**config.mk**
```make
export PLATFORM = sky130hd
export DESIGN_NAME = load_store_unit
export DESIGN_NICKNAME = d
export VERILOG_FILES = /design/src/rtl/load_store_unit.sv
export SDC_FILE = /design/constraint.sdc
export NUM_CORES = 1
export LEC_CHECK = 0
export ABC_AREA = 1
export CAP_MARGIN = 20
export CORE_ASPECT_RATIO = 0.75
export CORE_UTILIZATION = 35
export CTS_BUF_LIST = sky130_fd_sc_hd__clkbuf_16
export CTS_CLUSTER_DIAMETER = 60
export DETAILED_ROUTE_END_ITERATION = 6
export GPL_TIMING_DRIVEN = 0
export PLACE_DENSITY = 0.63
export SYNTH_ARGS = -nofsm -noshare
export SYNTH_HDL_FRONTEND = slang
export SYNTH_SLANG_ARGS = --single-unit
```
**constraint.sdc**
```tcl
create_clock -name clk -period 2.5 [get_ports clk]
set_input_delay 0.5 -clock clk [delete_from_list [all_inputs] [get_ports clk]]
set_output_delay 0.5 -clock clk [all_outputs]
set_load 0.005 [all_outputs]
```
**src/rtl/load_store_unit.sv**
```systemverilog
// Load/store unit: turns core byte-addressed accesses into word-aligned, byte-enabled
// memory requests over a valid/ready handshake and returns extended load data.
module load_store_unit #(
   parameter int TIMEOUT_CYCLES = 255
) (
   input  logic        clk,
   input  logic        rst,
   input  logic        req_valid,
   input  logic        req_we,
   input  logic [2:0]  req_funct3,
   input  logic [31:0] req_addr,
   input  logic [31:0] req_wdata,
   output logic        stall,
   output logic        resp_valid,
   output logic [31:0] resp_rdata,
   output logic        misaligned,
   output logic        timeout,
   output logic        mem_req,
   output logic        mem_we,
   output logic [31:0] mem_addr,
   output logic [3:0]  mem_be,
   output logic [31:0] mem_wdata,
   input  logic        mem_ready,
   input  logic [31:0] mem_rdata
);

   typedef enum logic [1:0] {S_IDLE, S_ACCESS, S_DONE, S_ERR} state_t;

   localparam logic [7:0] LP_CNT_LAST = 8'(TIMEOUT_CYCLES - 1);

   state_t      r_state;
   logic [7:0]  r_cnt;
   logic        r_we;
   logic [2:0]  r_funct3;
   logic [1:0]  r_off;
   logic        r_mem_req;
   logic        r_mem_we;
   logic [31:0] r_mem_addr;
   logic [3:0]  r_mem_be;
   logic [31:0] r_mem_wdata;
   logic        r_resp_valid;
   logic [31:0] r_resp_rdata;
   logic        r_misaligned;
   logic        r_timeout;

   logic        w_illegal;
   logic [3:0]  w_be;
   logic [31:0] w_wdata;
   logic [31:0] w_load;

   function automatic logic f_illegal(input logic i_we, input logic [2:0] i_f3,
                                      input logic [1:0] i_off);
      logic l_bad_code;
      logic l_bad_align;
      if (i_we) l_bad_code = (i_f3 > 3'd2);
      else      l_bad_code = (i_f3 == 3'd3) || (i_f3 == 3'd6) || (i_f3 == 3'd7);
      case (i_f3[1:0])
         2'd1:    l_bad_align = i_off[0];
         2'd2:    l_bad_align = (i_off != 2'd0);
         default: l_bad_align = 1'b0;
      endcase
      return l_bad_code | l_bad_align;
   endfunction

   // Shift the addressed lane down to bit 0, then extend to the access width
   function automatic logic [31:0] f_extract(input logic [31:0] i_word, input logic [2:0] i_f3,
                                             input logic [1:0] i_off);
      logic [31:0] l_sh;
      l_sh = i_word >> {i_off, 3'b000};
      case (i_f3)
         3'd0:    return {{24{l_sh[7]}}, l_sh[7:0]};
         3'd4:    return {24'd0, l_sh[7:0]};
         3'd1:    return {{16{l_sh[15]}}, l_sh[15:0]};
         3'd5:    return {16'd0, l_sh[15:0]};
         default: return i_word;
      endcase
   endfunction

   assign w_illegal = f_illegal(req_we, req_funct3, req_addr[1:0]);
   assign w_load    = f_extract(mem_rdata, r_funct3, r_off);

   always_comb begin
      w_be    = 4'b1111;
      w_wdata = 32'd0;
      if (req_we) begin
         case (req_funct3)
            3'd0: begin
               w_be    = 4'b0001 << req_addr[1:0];
               w_wdata = {4{req_wdata[7:0]}};
            end
            3'd1: begin
               w_be    = req_addr[1] ? 4'b1100 : 4'b0011;
               w_wdata = {2{req_wdata[15:0]}};
            end
            default: begin
               w_be    = 4'b1111;
               w_wdata = req_wdata;
            end
         endcase
      end
   end

   // Access attributes needed after accept; only meaningful while an access is in flight
   always_ff @(posedge clk) begin
      if (r_state == S_IDLE && req_valid) begin
         r_we     <= req_we;
         r_funct3 <= req_funct3;
         r_off    <= req_addr[1:0];
      end
   end

   always_ff @(posedge clk) begin
      if (!rst) begin
         r_state      <= S_IDLE;
         r_cnt        <= 8'd0;
         r_mem_req    <= 1'b0;
         r_mem_we     <= 1'b0;
         r_mem_addr   <= 32'd0;
         r_mem_be     <= 4'd0;
         r_mem_wdata  <= 32'd0;
         r_resp_valid <= 1'b0;
         r_resp_rdata <= 32'd0;
         r_misaligned <= 1'b0;
         r_timeout    <= 1'b0;
      end else begin
         r_resp_valid <= 1'b0;
         r_misaligned <= 1'b0;
         r_timeout    <= 1'b0;
         case (r_state)
            S_IDLE: begin
               if (req_valid) begin
                  r_cnt <= 8'd0;
                  if (w_illegal) begin
                     r_state      <= S_ERR;
                     r_resp_valid <= 1'b1;
                     r_misaligned <= 1'b1;
                     r_resp_rdata <= 32'd0;
                  end else begin
                     r_state     <= S_ACCESS;
                     r_mem_req   <= 1'b1;
                     r_mem_we    <= req_we;
                     r_mem_addr  <= {req_addr[31:2], 2'b00};
                     r_mem_be    <= w_be;
                     r_mem_wdata <= w_wdata;
                  end
               end
            end
            S_ACCESS: begin
               // A late answer in the last allowed cycle still wins over the timeout
               if (mem_ready) begin
                  r_state      <= S_DONE;
                  r_mem_req    <= 1'b0;
                  r_resp_valid <= 1'b1;
                  r_resp_rdata <= r_we ? 32'd0 : w_load;
               end else if (r_cnt == LP_CNT_LAST) begin
                  r_state      <= S_ERR;
                  r_mem_req    <= 1'b0;
                  r_resp_valid <= 1'b1;
                  r_timeout    <= 1'b1;
                  r_resp_rdata <= 32'd0;
               end else begin
                  r_cnt <= r_cnt + 8'd1;
               end
            end
            default: begin
               r_state      <= S_IDLE;
               r_resp_rdata <= 32'd0;
            end
         endcase
      end
   end

   assign stall      = (r_state == S_IDLE) ? req_valid : (r_state == S_ACCESS);
   assign resp_valid = r_resp_valid;
   assign resp_rdata = r_resp_rdata;
   assign misaligned = r_misaligned;
   assign timeout    = r_timeout;
   assign mem_req    = r_mem_req;
   assign mem_we     = r_mem_we;
   assign mem_addr   = r_mem_addr;
   assign mem_be     = r_mem_be;
   assign mem_wdata  = r_mem_wdata;

endmodule
```
Word-level counts from Yosys, hierarchy flattened
Index checks and enable logic that the tools add are counted.
{"block": "totals", "ff_bits": 119, "out_inout_bits": 106, "word_cells": 88}
{"block": "classes", "add_sub_neg": 1, "n_lt_le_gt_ge": 1, "eq_ne": 17, "n_shift": 2, "n_mux": 34, "n_bitwise": 4, "reduce_logical": 15}
{"operator": "32-bit 2-to-1 mux", "count": 6}
{"operator": "32-bit one-hot mux with 2 select lines", "count": 2}
{"operator": "32-bit one-hot mux with 4 select lines", "count": 1}
{"operator": "32-bit by 5-bit >> shifter with 16-bit output", "count": 1}
{"operator": "8-bit 2-to-1 mux", "count": 3}
{"operator": "8-bit one-hot mux with 2 select lines", "count": 1}
{"operator": "3-bit == test (second input constant)", "count": 4}
{"operator": "1-bit 2-to-1 mux", "count": 10}
{"operator": "2-bit != test (second input constant)", "count": 5}
{"operator": "8-bit by 1-bit adder with 8-bit output (second input constant)", "count": 1}
{"operator": "8-bit == test (second input constant)", "count": 1}
{"operator": "2-bit 2-to-1 mux", "count": 4}
{"operator": "4-bit 2-to-1 mux", "count": 2}
{"operator": "4-bit one-hot mux with 2 select lines", "count": 1}
{"operator": "4-bit AND reduction", "count": 2}
{"operator": "3-bit by 1-bit == test with 1-bit output (second input constant)", "count": 2}
{"operator": "3-bit logical NOT", "count": 2}
{"operator": "1-bit one-hot mux with 2 select lines", "count": 3}
{"operator": "3-bit AND reduction", "count": 2}
{"operator": "2-bit by 1-bit == test with 1-bit output (second input constant)", "count": 2}
{"operator": "2-bit one-hot mux with 2 select lines", "count": 1}
{"operator": "2-bit AND reduction", "count": 2}
{"operator": "2-bit nonzero test", "count": 2}
{"operator": "1-bit by 2-bit left shift with 4-bit output (first input constant)", "count": 1}
{"operator": "10 further kinds", "count": 13}

Depth between registers and ports, before layout
{"block": "logic_depth", "word_depth": 8, "depth_mapped": 12, "depth_no_buf": 11}

Least setup slack after synthesis
OpenSTA, ideal clock, no wires.
{"block": "synth_timing", "path_type": "in2reg", "start": "input req_funct3[1]", "end": "register r_mem_addr[21], in the netlist mem_addr[21]", "arrival_time_ns": 1.803, "required_ns": 2.429, "slack_ns": 0.626, "path_stages": 7, "n_path_buf": 1, "cell_sequence": "clkinv_1 > ha_1 > nand3_1 > nand3_4 > clkbuf_1 > nand2_1 > a21oi_2"}
{"block": "synth_between", "elab_chain_len": 7, "word_cells_on_any_way": 13, "classes_between": "1 x order compare; 5 x eq/ne; 2 x mux; 2 x bitwise; 3 x reduce/logical"}
{"item": "from (decl)", "line": "10", "text": "input logic [2:0] req_funct3,"}
{"item": "parallel branches: the longest is 4 deep, another holds 3-bit by 2-bit greater-than comparator with 1-bit output"}
{"item": "1-bit bitwise OR *", "line": "62", "text": "return l_bad_code | l_bad_align;"}
{"item": "1-bit NOT (no line) *"}
{"item": "3-bit AND reduction (no line) *"}
{"item": "to (signal assigned)", "line": "142", "text": "r_mem_addr <= {req_addr[31:2], 2'b00};"}
{"item": "to (decl)", "line": "38", "text": "logic [31:0] r_mem_addr;"}
Every way passes the cells marked *.
A chain may end at the register's enable or synchronous reset.

Worst setup path after layout
{"block": "layout_timing", "start": "input req_valid", "end": "output stall"}
{"block": "layout_between", "elab_chain_len": 1}
{"item": "from (decl)", "line": "8", "text": "input logic req_valid,"}
{"item": "1-bit 2-to-1 mux", "line": "173", "text": "assign stall = (r_state == S_IDLE) ? req_valid : (r_state == S_ACCESS);"}
{"item": "to (decl)", "line": "13", "text": "output logic stall,"}
No other way between the ends.

==> results.json <==
{
  "cts_buffers": 17,
  "yosysWarnings": 0,
  "htree_levels": 4,
  "fp.dieH_um": 114,
  "fin_ws_ns": 0.226,
  "place_ws_ns": -0.531,
  "start_kind": "input pin",
  "min_path_cells": 2,
  "synth_top_area_share_pct": 38.6,
  "numClockSinks": 119,
  "dr.first_iter.drc_count": 570,
  "netlist_area_um2": 5870,
  "routed_wl_um": 19700,
  "grt_pass1_vias": 5821,
  "grt_overflow": 0,
  "cts_tree": "built",
  "place.gp.congestion": 0.950,
  "ys_types": 33,
  "first_pass_iters": 7,
  "rsz0062_at_grt": "no",
  "cts-root-buf": "clkbuf_16",
  "status": "finished, final reports clean",
  "core_area_um2": 16200,
  "clkLatencyLatePin_ns": 0.42,
  "num_antenna_cells": 0,
  "setup_viol": 0,
  "fillers": 1631,
  "hold_start": "resp_rdata[5]",
  "dp_hpwl_um": 14900,
  "grt_pass1_wl_um": 30400,
  "final.min_clock_period_ns": 2.27,
  "fin_crit_sh_pct": 91.0,
  "critPathKind": "input pin to output port",
  "reg2regPathDepth": 7,
  "ant_nets": 0,
  "drive_gt1_share_pct": 9.58,
  "crit_path_top_delay_cell": "clkdlybuf4s50_1",
  "vdd_drop_max_mv": 0.457,
  "final_common_cell": "nand2_1",
  "worstSetupStartpoint": "req_valid",
  "post_cts_buffers": 0,
  "viasPerCell": 4.76,
  "cp.arrival_ns": 1.77,
  "vias": 6319,
  "ys_seq_area_share_pct": 41.6,
  "cp.required_ns": 2.00,
  "synth_seq_cells": 119,
  "clockBufferDepth": 2,
  "final_cell_mix": "nand2_1, clkdlybuf4s50_1, dfxtp_1",
  "fmax_mhz": 440,
  "portBuffers": 207,
  "power_density_nw_per_um2": 614,
  "path_clk_slew_ns": 0.06,
  "antenna_found_initial": 1,
  "wl_per_cell_um": 14.9,
  "fp.dieArea_um2": 17300,
  "hold_class": "register to register",
  "initial_core_util_pct": 36.2,
  "grt_use_total_pct": 23.1,
  "hold_viol": 0,
  "num_rows": 40,
  "max_slew_margin_pct": 54.4,
  "crit_path_end_kind": "output port",
  "skew_ns": 0.0108,
  "crit_path_max_incr_delay_ns": 0.55,
  "yosys.area.top_type": "dfxtp_1",
  "yosys-top-cells-area": "dfxtp_1, nand2_1, a21oi_1",
  "drc": 0,
  "timing.rr.start": "r_off[0]",
  "maxCapViolCount": 0,
  "syn_inst": 877,
  "avgSynthCellArea_um2": 6.69,
  "layout.cells.non_filler": 1327,
  "tightest_slew_ns": 0.684,
  "p_leak_nw": 3.56,
  "die_w_um": 151,
  "grt_max_degree": 17,
  "worstPathCellList": "clkdlybuf4s50_1, nor2_1, nor2_1, clkdlybuf4s50_1",
  "dp_cells": 1295,
  "cp_max_fo": 2,
  "area_growth_pct": 50.2,
  "slew_violations": 0,
  "io_pins": 210,
  "nNetsFinal": 1214
}
==> kinds of logic (layout without fill, tap and decap cells) <==
group           count (synthesis)  after routing  share of synthesized area, %
flops                         119            119                          41.6
buf+inv                       117            356                          8.62
simple gates                  484            484                          34.5
compound gates                148            148                          13.6
fa+ha+maj                       6              6                          1.28
other cells                     1              2                        0.0639
xor+xnor                        2              2                         0.299
==> repair_timing <==
action | CTS | global route
gates resized for setup | 3 | 5
setup endpoints to repair | 70 | 85
hold buffers | 0 | 0
==> final timing paths <==
path	end	slack [ns]
min reg2reg	resp_rdata[5]	0.46
min	resp_rdata[5]	0.46
max reg2reg	resp_rdata[0]	0.71
max	stall	0.23
==> power by group <==
group,internal (mW),leakage [nW],switching [mW],total (mW)
Combinational,0.424,2.31,0.497,0.921
Clock,1.49,0.282,0.971,2.46
Sequential,1.99,0.973,0.0396,2.03
Total,3.90,3.56,1.51,5.41
==> registers in the layout, summed over array words and instances (netlist names) <==
name        count
mem_we          1
r_state         2
resp_rdata     32
misaligned      1
mem_addr       30
r_cnt           8
mem_wdata      32
resp_valid      1
r_we            1
timeout         1
mem_be          4
r_funct3        3
r_off           2
mem_req         1
==> Yosys cell counts (all sizes together) <==
cell type / number
a21oi: 114
a31oi: 8
buf: 25
clkbuf: 24
clkinv: 2
conb: 1
dfxtp: 113
edfxtp: 6
ha: 6
inv: 66
nand2: 302
nand3: 56
nand4: 3
nor2: 100
nor3: 7
o211ai: 1
o21a: 1
o21ai: 22
o21bai: 1
o31ai: 1
or2: 16
xor2: 2
==> critical path: cells and delay by family <==
family,cells,cell delay (ns)
buffers and inverters,2,1.04
AND/OR/NAND/NOR,2,0.24
==> stage by stage <==
| step | cell area, um^2 | hold slack [ns] | util [%] | setup TNS, ns | power [mW] |
|---|---|---|---|---|---|
| after floorplan | 5870 | 0.442 | - | 0 | 2.51 |
| after global placement | 8200 | 0.439 | 50.6 | -41.60 | 2.98 |
| after detailed placement | 8200 | 0.444 | 50.6 | -45.87 | 2.98 |
| after CTS | 8800 | 0.453 | 54.3 | 0 | 5.45 |
| after global routing | 8810 | 0.477 | 54.3 | 0 | 5.64 |
| final | 8810 | 0.461 | 54.3 | 0 | 5.41 |
==> final cells by class <==
| type | instances | area (um^2) | share of cell area, % |
|---|---|---|---|
| clock inverters | 15 | 166 | 1.89 |
| well taps | 210 | 263 | 2.98 |
| inverters | 68 | 258 | 2.93 |
| clock buffers | 17 | 425 | 4.83 |
| flip-flops and latches | 119 | 2440 | 27.7 |
| repair buffers | 207 | 2070 | 23.5 |
| multi-input cells | 642 | 2930 | 33.2 |
| plain buffers | 49 | 254 | 2.88 |
==> metal layers <==
metal  track usage (%)  wire length (um)  up-vias
met1              34.0              9680     2816
li1                  -                 -     3242
met3              7.61              2040       15
met4              6.00               128        0
met5                 0                 0        -
met2              31.7              7890      246
No activity file was read; power rests on OpenSTA's default activity.
